--- config.mk ---
export PLATFORM = sky130hd
export DESIGN_NAME = wrr_arbiter
export DESIGN_NICKNAME = d
export VERILOG_FILES = /design/src/rtl/wrr_arbiter_pkg.sv /design/src/rtl/wrr_arbiter_rr_priority_select.sv /design/src/rtl/wrr_arbiter.sv
export SDC_FILE = /design/constraint.sdc
export NUM_CORES = 1
export LEC_CHECK = 0
export CAP_MARGIN = 20
export CORE_MARGIN = 4
export CORE_UTILIZATION = 40
export CTS_BUF_LIST = sky130_fd_sc_hd__clkbuf_16
export DETAILED_ROUTE_END_ITERATION = 8
export PLACE_DENSITY_LB_ADDON = 0.2
export SYNTH_ARGS = -nofsm -noshare
export SYNTH_HDL_FRONTEND = slang
export SYNTH_SLANG_ARGS = --single-unit
export TNS_END_PERCENT = 20
--- constraint.sdc ---
create_clock -name clk -period 6.55 [get_ports clk]
set_input_delay 1.31 -clock clk [delete_from_list [all_inputs] [get_ports clk]]
set_output_delay 1.31 -clock clk [all_outputs]
set_load 0.03 [all_outputs]
--- src/rtl/wrr_arbiter_pkg.sv ---
// Shared FSM encodings for the weighted round-robin arbiter.
// The state values are plain defines so any file can use them without an import.
`ifndef WRR_ARBITER_DEFS
`define WRR_ARBITER_DEFS
`define WRR_ST_IDLE  1'b0
`define WRR_ST_BURST 1'b1
`endif

package wrr_arbiter_pkg;

    typedef enum logic {
        ST_IDLE  = `WRR_ST_IDLE,
        ST_BURST = `WRR_ST_BURST
    } state_e;

    // Index width that stays legal when there is a single requester.
    function automatic int ptr_width(input int n);
        return (n > 1) ? $clog2(n) : 1;
    endfunction

endpackage

--- src/rtl/wrr_arbiter_rr_priority_select.sv ---
// Wrapping priority search: the first set request at or above i_ptr,
// wrapping modulo N, reported as both a one-hot vector and an index.
module rr_priority_select #(
    parameter int N     = 4,
    parameter int PTR_W = 2
) (
    input  logic [N-1:0]     i_req,
    input  logic [PTR_W-1:0] i_ptr,
    output logic [N-1:0]     o_onehot,
    output logic [PTR_W-1:0] o_idx
);

    logic w_found;

    // Scan N positions starting at i_ptr; first hit wins.
    always_comb begin
        o_onehot = '0;
        o_idx    = '0;
        w_found  = 1'b0;
        for (int k = 0; k < N; k++) begin
            int j;
            j = int'(i_ptr) + k;
            if (j >= N) begin
                j = j - N;
            end else begin
                j = j;
            end
            if (!w_found && i_req[j]) begin
                w_found     = 1'b1;
                o_onehot[j] = 1'b1;
                o_idx       = PTR_W'(j);
            end else begin
                w_found = w_found;
            end
        end
    end

endmodule

--- src/rtl/wrr_arbiter.sv ---
// Weighted round-robin arbiter: one port owns the output for up to its
// weight in words, then ownership passes on after one idle cycle.
module wrr_arbiter
    import wrr_arbiter_pkg::*;
#(
    parameter int DATA_WIDTH   = 16,
    parameter int N_INPUTS     = 4,
    parameter int WEIGHT_WIDTH = 4
) (
    input  logic                             clk,
    input  logic                             rst,
    input  logic [N_INPUTS-1:0]              valid_in,
    output logic [N_INPUTS-1:0]              ready_out,
    input  logic [N_INPUTS*DATA_WIDTH-1:0]   data_in,
    input  logic [N_INPUTS*WEIGHT_WIDTH-1:0] weight_in,
    output logic [DATA_WIDTH-1:0]            data_out,
    output logic                             valid_out,
    input  logic                             ready_in,
    output logic [N_INPUTS-1:0]              grant
);

    localparam int PTR_W = ptr_width(N_INPUTS);
    localparam logic [WEIGHT_WIDTH-1:0] ONE_CNT = {{(WEIGHT_WIDTH-1){1'b0}}, 1'b1};
    localparam logic [PTR_W-1:0] LAST_PORT = PTR_W'(N_INPUTS - 1);

    state_e                  r_state;
    logic [PTR_W-1:0]        r_ptr;
    logic [PTR_W-1:0]        r_owner;
    logic [WEIGHT_WIDTH-1:0] r_cnt;
    logic [N_INPUTS-1:0]     r_grant;
    logic [DATA_WIDTH-1:0]   r_data;
    logic                    r_valid;

    logic [N_INPUTS-1:0]     w_sel_onehot;
    logic [PTR_W-1:0]        w_sel_idx;
    logic [WEIGHT_WIDTH-1:0] w_sel_weight;
    logic [WEIGHT_WIDTH-1:0] w_sel_cnt;
    logic [DATA_WIDTH-1:0]   w_owner_data;
    logic [PTR_W-1:0]        w_next_ptr;
    logic                    w_owner_valid;
    logic                    w_out_free;
    logic                    w_fire;
    logic                    w_burst;

    rr_priority_select #(
        .N     (N_INPUTS),
        .PTR_W (PTR_W)
    ) u_select (
        .i_req    (valid_in),
        .i_ptr    (r_ptr),
        .o_onehot (w_sel_onehot),
        .o_idx    (w_sel_idx)
    );

    // Owner-side handshake and the weight latched at grant time.
    always_comb begin
        w_burst       = (r_state == ST_BURST);
        w_owner_valid = valid_in[r_owner];
        w_owner_data  = data_in[int'(r_owner)*DATA_WIDTH +: DATA_WIDTH];
        w_sel_weight  = weight_in[int'(w_sel_idx)*WEIGHT_WIDTH +: WEIGHT_WIDTH];
        w_sel_cnt     = (w_sel_weight == '0) ? ONE_CNT : w_sel_weight;
        w_out_free    = !r_valid || ready_in;
        w_fire        = w_burst && w_owner_valid && w_out_free;
        w_next_ptr    = (r_owner == LAST_PORT) ? '0 : r_owner + PTR_W'(1);
        ready_out     = (w_burst && w_out_free) ? r_grant : '0;
    end

    // Arbitration FSM: grant, burst counting and pointer advance.
    always_ff @(posedge clk or negedge rst) begin
        if (!rst) begin
            r_state <= ST_IDLE;
            r_ptr   <= '0;
            r_owner <= '0;
            r_cnt   <= '0;
            r_grant <= '0;
        end else begin
            case (r_state)
                ST_IDLE: begin
                    if (|valid_in) begin
                        r_state <= ST_BURST;
                        r_grant <= w_sel_onehot;
                        r_owner <= w_sel_idx;
                        r_cnt   <= w_sel_cnt;
                    end
                end
                ST_BURST: begin
                    if (w_fire) begin
                        r_cnt <= r_cnt - ONE_CNT;
                    end
                    // An owner that stops requesting forfeits the rest of its weight.
                    if ((w_fire && r_cnt == ONE_CNT) || !w_owner_valid) begin
                        r_state <= ST_IDLE;
                        r_grant <= '0;
                        r_ptr   <= w_next_ptr;
                    end
                end
                default: begin
                    r_state <= ST_IDLE;
                    r_grant <= '0;
                end
            endcase
        end
    end

    // Output register: load on transfer, drain when downstream accepts.
    always_ff @(posedge clk or negedge rst) begin
        if (!rst) begin
            r_data  <= '0;
            r_valid <= 1'b0;
        end else if (w_fire) begin
            r_data  <= w_owner_data;
            r_valid <= 1'b1;
        end else if (ready_in) begin
            r_valid <= 1'b0;
        end
    end

    assign grant     = r_grant;
    assign data_out  = r_data;
    assign valid_out = r_valid;

endmodule

### Word level (Yosys, flattened, before mapping)

Index checks and enable logic that the tools add are counted.

| word-level totals | value |
|---|---|
| memories | 0 |
| output and inout bits | 25 |
| bits in read-only memories | 0 |
| bits in latches | 0 |
| memory bits (writable) | 0 |
| bits in registers | 30 |
| word-level logic and storage cells | 116 |

| cells by class | value |
|---|---|
| mux-type cells | 51 |
| div/mod/pow operators | 0 |
| magnitude comparators | 13 |
| add/sub/neg operators | 9 |
| equality and inequality tests | 5 |
| bitwise operators | 4 |
| multiply operators | 0 |
| reduce and logical (&&, ||, !) cells | 25 |
| shift operators | 2 |

Operators with widths:

| operator | count |
|---|---|
| 32-bit by 1-bit greater-or-equal comparator with 1-bit output (second input constant) | 4 |
| 32-bit by 4-bit < comparator with 1-bit output (second input constant) | 4 |
| 32-bit two-way mux | 4 |
| 32-bit by 4-bit greater-or-equal comparator with 1-bit output (second input constant) | 3 |
| 32-bit by 4-bit subtractor with 32-bit output (second input constant) | 3 |
| 64-bit by 7-bit indexed part select with 16-bit output | 1 |
| 4-bit two-way mux | 10 |
| 1-bit two-way mux | 20 |
| 4-bit case mux with 2 select lines | 2 |
| 16-bit by 5-bit indexed part select with 4-bit output | 1 |
| 4-bit OR | 3 |
| 1-bit logical AND | 11 |
| 1-bit binary-select mux with 2-bit select | 5 |
| 2-bit two-way mux | 5 |
| 1-bit demux with 2-bit select | 4 |
| 2-bit AND reduction | 4 |
| 2-bit by 2-bit adder with 3-bit output (second input constant) | 2 |
| 1-bit zero test | 5 |
| 4-bit by 1-bit == test with 1-bit output (second input constant) | 1 |
| 4-bit zero test | 1 |
| 2-bit by 1-bit inequality test with 1-bit output (second input constant) | 2 |
| 4-bit OR reduction | 1 |
| 2-bit by 3-bit subtractor with 4-bit output (second input constant) | 1 |
| 4-bit by 1-bit subtractor with 4-bit output (second input constant) | 1 |
| other kinds (10) | 11 |

### Depth between registers and ports, before layout

Gate-level depths: netlist of the first run.

| depth | value |
|---|---|
| depth in word-level cells | 20 |
| mapped depth | 11 |
| depth with buffers taken out | 8 |

### Hierarchy

From an unflattened synthesis of the first run, not the netlist that was laid out.

| second synthesis, totals | value |
|---|---|
| cells, all modules | 184 |
| area, all modules | 2280.9 um2 |

Modules (own cells, without submodules):

| module | cells each | sequential area each (um2) | instances | area each (um2) |
|---|---|---|---|---|
| wrr_arbiter | 135 | 750.7 | 1 | 1824.2 |
| rr_priority_select | 49 | 0.0 | 1 | 456.7 |

### Worst setup path before layout of the first run

Ideal clock, no wire load.

| path | value |
|---|---|
| kind | input to output |
| start point | input port ready_in |
| end point | output port ready_out[0] |
| stages | 2 |
| required time | 5.240 ns |
| arrival | 1.813 ns |
| path slack | 3.427 ns |
| path through | nand2b_1 -> and3_1 |

| on the way | value |
|---|---|
| longest elaborated chain between the ends | 3 |

RTL lines:

| item | RTL line | RTL |
|---|---|---|
| from (decl) | wrr_arbiter.sv:18 | `input logic ready_in,` |
| 1-bit logical OR | wrr_arbiter.sv:62 | `w_out_free = !r_valid \|\| ready_in;` |
| 1-bit logical AND | wrr_arbiter.sv:65 | `ready_out = (w_burst && w_out_free) ? r_grant : '0;` |
| 4-bit two-way mux | wrr_arbiter.sv:65 |  |
| to (decl) | wrr_arbiter.sv:13 | `output logic [N_INPUTS-1:0] ready_out,` |

Every way passes these cells.

### Worst setup path after layout of the first run

| path | value |
|---|---|
| start point | input port ready_in |
| end point | output port ready_out[1] |

The elaborated chain is that of the path after synthesis.

==> impl_metrics.toml, run 1 <==
[layout]
drive_gt1_share_pct = 14.8
fin_nets = 423
final_cell_mix = "111 x clkdlybuf4s50_1, 30 x dfrtp_1, 19 x nand2_1"
fin_area_mm2 = 0.00365
areaGrowthSynthToFinish_pct = 52.5
final_common_cell = "clkdlybuf4s50_1"
antenna_cells = 0
num-fill-cells = 457

[logic_synthesis]
postSynth.asyncResetShare_pct = 100
synth_mux_area_share_pct = 31.1
synth_area_mm2 = 0.00240
avgSynthCellArea_um2 = 10.6
synthesis.nets = 321
synth-edff-count = 0
synthAdderAreaFrac_pct = 3.65
synth_top_family_by_area = "multiplexers"
ys_warn_count = 0
synth-xor-area-share_pct = 0.365
synthCells = 227
synthSimpleGateAreaFrac_pct = 11.5
ys.flop_type = "dfrtp_1"
ys_types = 48
ys_ff_latch = 30
yosysSeqAreaShare_pct = 31.3
synth_compound_area_share_pct = 16.5

[grt]
grt_first_pass_wirelength_mm = 10.9
gr-usage-met1_pct = 20.8
grt.overflow.total = 0
antenna_found_initial = 0
use_met3_pct = 5.44
grt-busiest-layer = "met2"
grt_pass1_vias = 2291
grt_use_met2_pct = 35.2
track_usage_pct = 18.9
grt_max_degree = 31

[floorplanning]
fp.dieH_um = 85.4
rows = 27
chipWidth_um = 85.4
start_util_pct = 42.5
die_area_mm2 = 0.00730
io_pins = 112
core_area_mm2 = 0.00564

[critical_path]
crit_slowest_cell = "clkdlybuf4s50_1"
cp.required_ns = 5.24
worstPathCellList = "clkdlybuf4s50_1, nand2b_1, and3_1, clkdlybuf4s50_1"
max_stage_delay_ns = 0.67
path_class = "in2out"
critPathCaptureType = "output port"
worstPathMaxFanout = 7
critPathLaunchType = "input port"
cp_common_cell = "clkdlybuf4s50_1"
arrival_ns = 2.89

[timing]
fin_crit_ns = 4.20
post-route-period-util_pct = 64.1
drv_slew = 0
fin_skew_ns = 0.00226
setup-violations-final = 0
final_hold_viol_count = 0
worst_slew_pin_slew_ns = 0.900
rsz0062_at_grt = "no"
setup_tns_ns = 0
max_freq_ghz = 0.238
slew_headroom_pct = 39.6
hold_ws_ns = 0.501

[worst_hold_path]
hold_class = "reg2reg"

[cts]
ctsHoldBuffers = 0
cts_tree = "built"
cts_resized = 0
cts_made_buffers = 5
clk_latency_ns = 0.28
cts_setup_buffers = 0
cts_sinks = 30
path_clk_slew_ns = 0.05
cts_root_buf = "clkbuf_16"
htreeDepth = 2
clockBufferDepth = 2

[routing]
wl_per_cell_um = 16.9
drt_wl_total_mm = 6.78
vias = 2264
viasPerCell = 5.63
dr.pass1.iters = 4
drtAntennaViolNets = 0
drc_errors = 0
drtIter0Drc = 134

[power]
p_leak_nw = 1.47
ir_drop_mv = 0.200
finalPower_mw = 1.67
pwr_density_cell_mw_per_mm2 = 456

[placement]
dpl_cell_area_mm2 = 0.00352
place.gp.congestion = 0.868
dp_hpwl_mm = 5.16
numPortBuffers = 111

[status]
status = "finished clean"

[flow_run]
max_cap_violations = 0
-- Yosys cell counts, types with 3 or more instances --
cell / number / area [um2]
dfrtp_1: 30 / 751
nand2_1: 19 / 71.3
mux2_2: 18 / 203
mux4_2: 16 / 360
nor2_1: 16 / 60.1
mux2i_1: 13 / 130
inv_1: 10 / 37.5
o21ai_0: 10 / 50.1
o22ai_1: 10 / 62.6
a22oi_1: 8 / 60.1
buf_2: 8 / 40.0
ha_1: 7 / 87.6
a21oi_1: 5 / 25.0
clkbuf_1: 5 / 18.8
a221oi_1: 4 / 35.0
and3_1: 4 / 25.0
buf_4: 3 / 22.5
-- cell type report --
type | count | area, um2 | area share, %
clock inverters | 3 | 12.5 | 0.342
inverters | 10 | 37.5 | 1.03
multi-input cells | 169 | 1510 | 41.4
repair buffers | 113 | 1130 | 30.8
well taps | 72 | 90.1 | 2.46
flip-flops and latches | 30 | 751 | 20.5
clock buffers | 5 | 125 | 3.42
-- path summary, 6_finish.rpt --
check / startpoint / end / slack [ns] / cells past startpoint
min: data_out[6] / data_out[6] / 0.50 / 1
min reg2reg: data_out[6] / data_out[6] / 0.50 / 1
max reg2reg: r_ptr[0] / r_cnt[3] / 3.21 / 8
min in group asynchronous: rst / data_out[4] / 1.43 / 2
max: ready_in / ready_out[1] / 2.35 / 4
max in group asynchronous: rst / data_out[9] / 4.83 / 2
-- state kept, by name, summed over array words and instances (netlist names) --
register / count
r_ptr: 2
r_owner: 2
valid_out: 1
r_cnt: 4
data_out: 16
r_state: 1
grant: 4
-- report_power, final --
group	internal, mW	switching (mW)	total [mW]
clock	0.137	0.0794	0.216
sequential	0.278	0.0960	0.374
combinational	0.526	0.549	1.08
total	0.941	0.724	1.67
-- kinds of logic (layout without fill, tap and decap cells) --
kind of cell | Yosys count | count (layout)
and+or+nand+nor | 57 | 57
AOI/OAI and AO/OA | 55 | 55
muxes | 49 | 49
DFF | 30 | 30
buffers and inverters | 28 | 131
adders and majority gates | 7 | 7
xor gates and xnor gates | 1 | 1
-- metrics by stage --
stage,utilization (%),instances,setup slack (ns)
floorplan,-,227,3.43
global placement,62.3,394,2.42
detailed placement,62.3,394,2.34
CTS,64.8,402,2.34
global route,64.8,402,2.29
finish,64.8,402,2.35
-- metal layers --
| layer | part of all wire, % | vias to the layer above | routed length, um |
|---|---|---|---|
| li1 | - | 1077 | - |
| met1 | 38 | 1095 | 2560 |
| met2 | 54 | 87 | 3660 |
| met3 | 7.2 | 5 | 485 |
| met4 | 1.1 | 0 | 74 |
| met5 | 0 | - | 0 |
-- critical path: cells and delay by family --
kind | cells | cell delay, ns
AND/OR/NAND/NOR | 2 | 0.44
buffers and inverters | 2 | 1.13
No activity file was read; power rests on OpenSTA's default activity.
==> run 2: changes to the inputs <==
Settings changed: CORE_UTILIZATION 40 to 38.
Clock period 6.55 ns to 3.7 ns, I/O delays scaled along.
==> impl_metrics.toml, run 2 (synthesis gave the netlist of run 1 again) <==
[power]
comb_power_share_pct = 66.2
power.internal_mw = 1.68
clkPwrFrac_pct = 12.4
ir_drop_mv = 0.378
finalPower_mw = 2.94
p_switching_mw = 1.26
p_seq_share_pct = 21.4
switching_share_pct = 42.9
p_leak_nw = 1.49
pwr_density_cell_mw_per_mm2 = 798

[critical_path]
critPathLaunchType = "register"
worstPathCellList = "inv_1, ha_1, mux4_2, o21ai_1, a32oi_1, nand2_2, mux2_2, o31ai_2"
critPathCaptureType = "register"
arrival_ns = 3.36
critPathTopFamily = "multiplexers"
max_stage_delay_ns = 0.69
critPathBufInv = 1
cp.required_ns = 3.88
crit_start = "r_ptr[0]"
worstPathMaxFanout = 13
r2r-start = "r_ptr[0]"
path_class = "reg2reg"
crit_slowest_cell = "mux4_2"

[grt]
grt_first_pass_wirelength_mm = 10.5
grt_pass1_vias = 2293
grt.overflow.total = 0
grt_max_degree = 31
track_usage_pct = 17.5
antenna_found_initial = 0

[floorplanning]
chipWidth_um = 87.4
rows = 28
start_util_pct = 39.8
fp.dieH_um = 87.4
core_area_mm2 = 0.00603
io_pins = 112
die_area_mm2 = 0.00764

[layout]
final_cell_mix = "111 x clkdlybuf4s50_1, 30 x dfrtp_1, 19 x nand2_1"
areaGrowthSynthToFinish_pct = 53.7
num-fill-cells = 538
fin_nets = 427
drive_gt1_share_pct = 15.6
final_common_cell = "clkdlybuf4s50_1"
largest_reg_flops = 16
fin_area_mm2 = 0.00368
fin_cells = 408
antenna_cells = 0

[timing]
fin_skew_ns = 0.00373
max_freq_ghz = 0.314
drv_slew = 0
slew_headroom_pct = 58.4
worst_slew_pin_slew_ns = 0.624
fin_crit_ns = 3.18
setup-violations-final = 0
final_hold_viol_count = 0
post-route-period-util_pct = 86.0
setup_tns_ns = 0
rsz0062_at_grt = "no"

[placement]
place.gp.congestion = 0.855
dp.cells = 401
numPortBuffers = 111
dp_hpwl_mm = 5.17
dpl_cell_area_mm2 = 0.00355

[cts]
cts_root_buf = "clkbuf_16"
cts_setup_buffers = 0
cts_sinks = 30
htreeDepth = 2
cts_tree = "built"
cts_resized = 0
path_clk_slew_ns = 0.05
clk_latency_ns = 0.27
clockBufferDepth = 2
ctsHoldBuffers = 0
cts_made_buffers = 5

[worst_hold_path]
hold_path.startpoint = "data_out[13]"
hold_class = "reg2reg"

[routing]
vias = 2253
wl_per_cell_um = 16.0
drt_wl_total_mm = 6.54
viasPerCell = 5.52
dr.pass1.iters = 4
drtIter0Drc = 70
drtAntennaViolNets = 0
drc_errors = 0

[flow_run]
max_cap_violations = 0

[status]
status = "finished clean"
run 2: cell count changes in the layout (fill, tap and decap cells not counted):
cell | before | now
clkinv_2 | 1 | 0
inv_1 | 11 | 12
buf_4 | 2 | 6
clkinv_1 | 1 | 0
run 2: metal layers:
metal,wire length [um],global-route usage [%],part of all wire [%]
met4,42,4.60,0.64
met3,501,5.11,7.7
met5,0,0,0
met1,2430,19.4,37
met2,3560,32.2,54
run 2: stage by stage:
step / util (%) / hold slack [ns] / setup WS, ns
floorplan: - / 0.444 / 1.09
global placement: 58.9 / 0.489 / 0.608
detailed placement: 58.9 / 0.495 / 0.560
CTS: 61.1 / 0.505 / 0.556
global route: 61.1 / 0.510 / 0.259
finish: 61.1 / 0.502 / 0.517
run 2: final cells by class:
type / count / area, um2 / area share, %
tap: 75 / 93.8 / 2.55
sequential: 30 / 751 / 20.4
inverter: 10 / 37.5 / 1.02
clock buffer: 5 / 125 / 3.40
multi-input combinational: 169 / 1510 / 41.1
timing repair buffer: 117 / 1160 / 31.4
clock inverter: 2 / 7.51 / 0.204
run 2: worst paths after layout:
check                      depth (start not counted)  slack, ns            to
min reg2reg                                        1       0.50  data_out[13]
max reg2reg                                        8       0.52      r_cnt[0]
max in group asynchronous                          2       2.57      r_ptr[0]
max                                                8       0.52      r_cnt[0]
min                                                1       0.50  data_out[13]
min in group asynchronous                          2       0.85   data_out[6]
run 2: worst reg2reg max path, stage by stage, from the launching register on:
cell     delay [ns]
dfrtp_1        0.63
inv_1          0.21
ha_1           0.58
mux4_2         0.69
o21ai_1        0.12
a32oi_1        0.16
nand2_2        0.17
mux2_2         0.36
o31ai_2        0.17
run 2: power by group through the flow:
stage / logic (mW) / clock network, mW / registers, mW
after global placement: 1.93 / 0 / 0.621
after detailed placement: 1.96 / 0 / 0.628
after floorplan: 1.24 / 0 / 0.788
final: 1.95 / 0.364 / 0.630
after CTS: 1.96 / 0.371 / 0.628
after global routing: 2.12 / 0.390 / 0.654
==> run 3: changes to the inputs <==
Settings changed: HOLD_SLACK_MARGIN from default to 0.05, SLEW_MARGIN from default to 20.
==> results of run 3 <==
The final DEF is identical to that of run 2; final timing and power are the same.
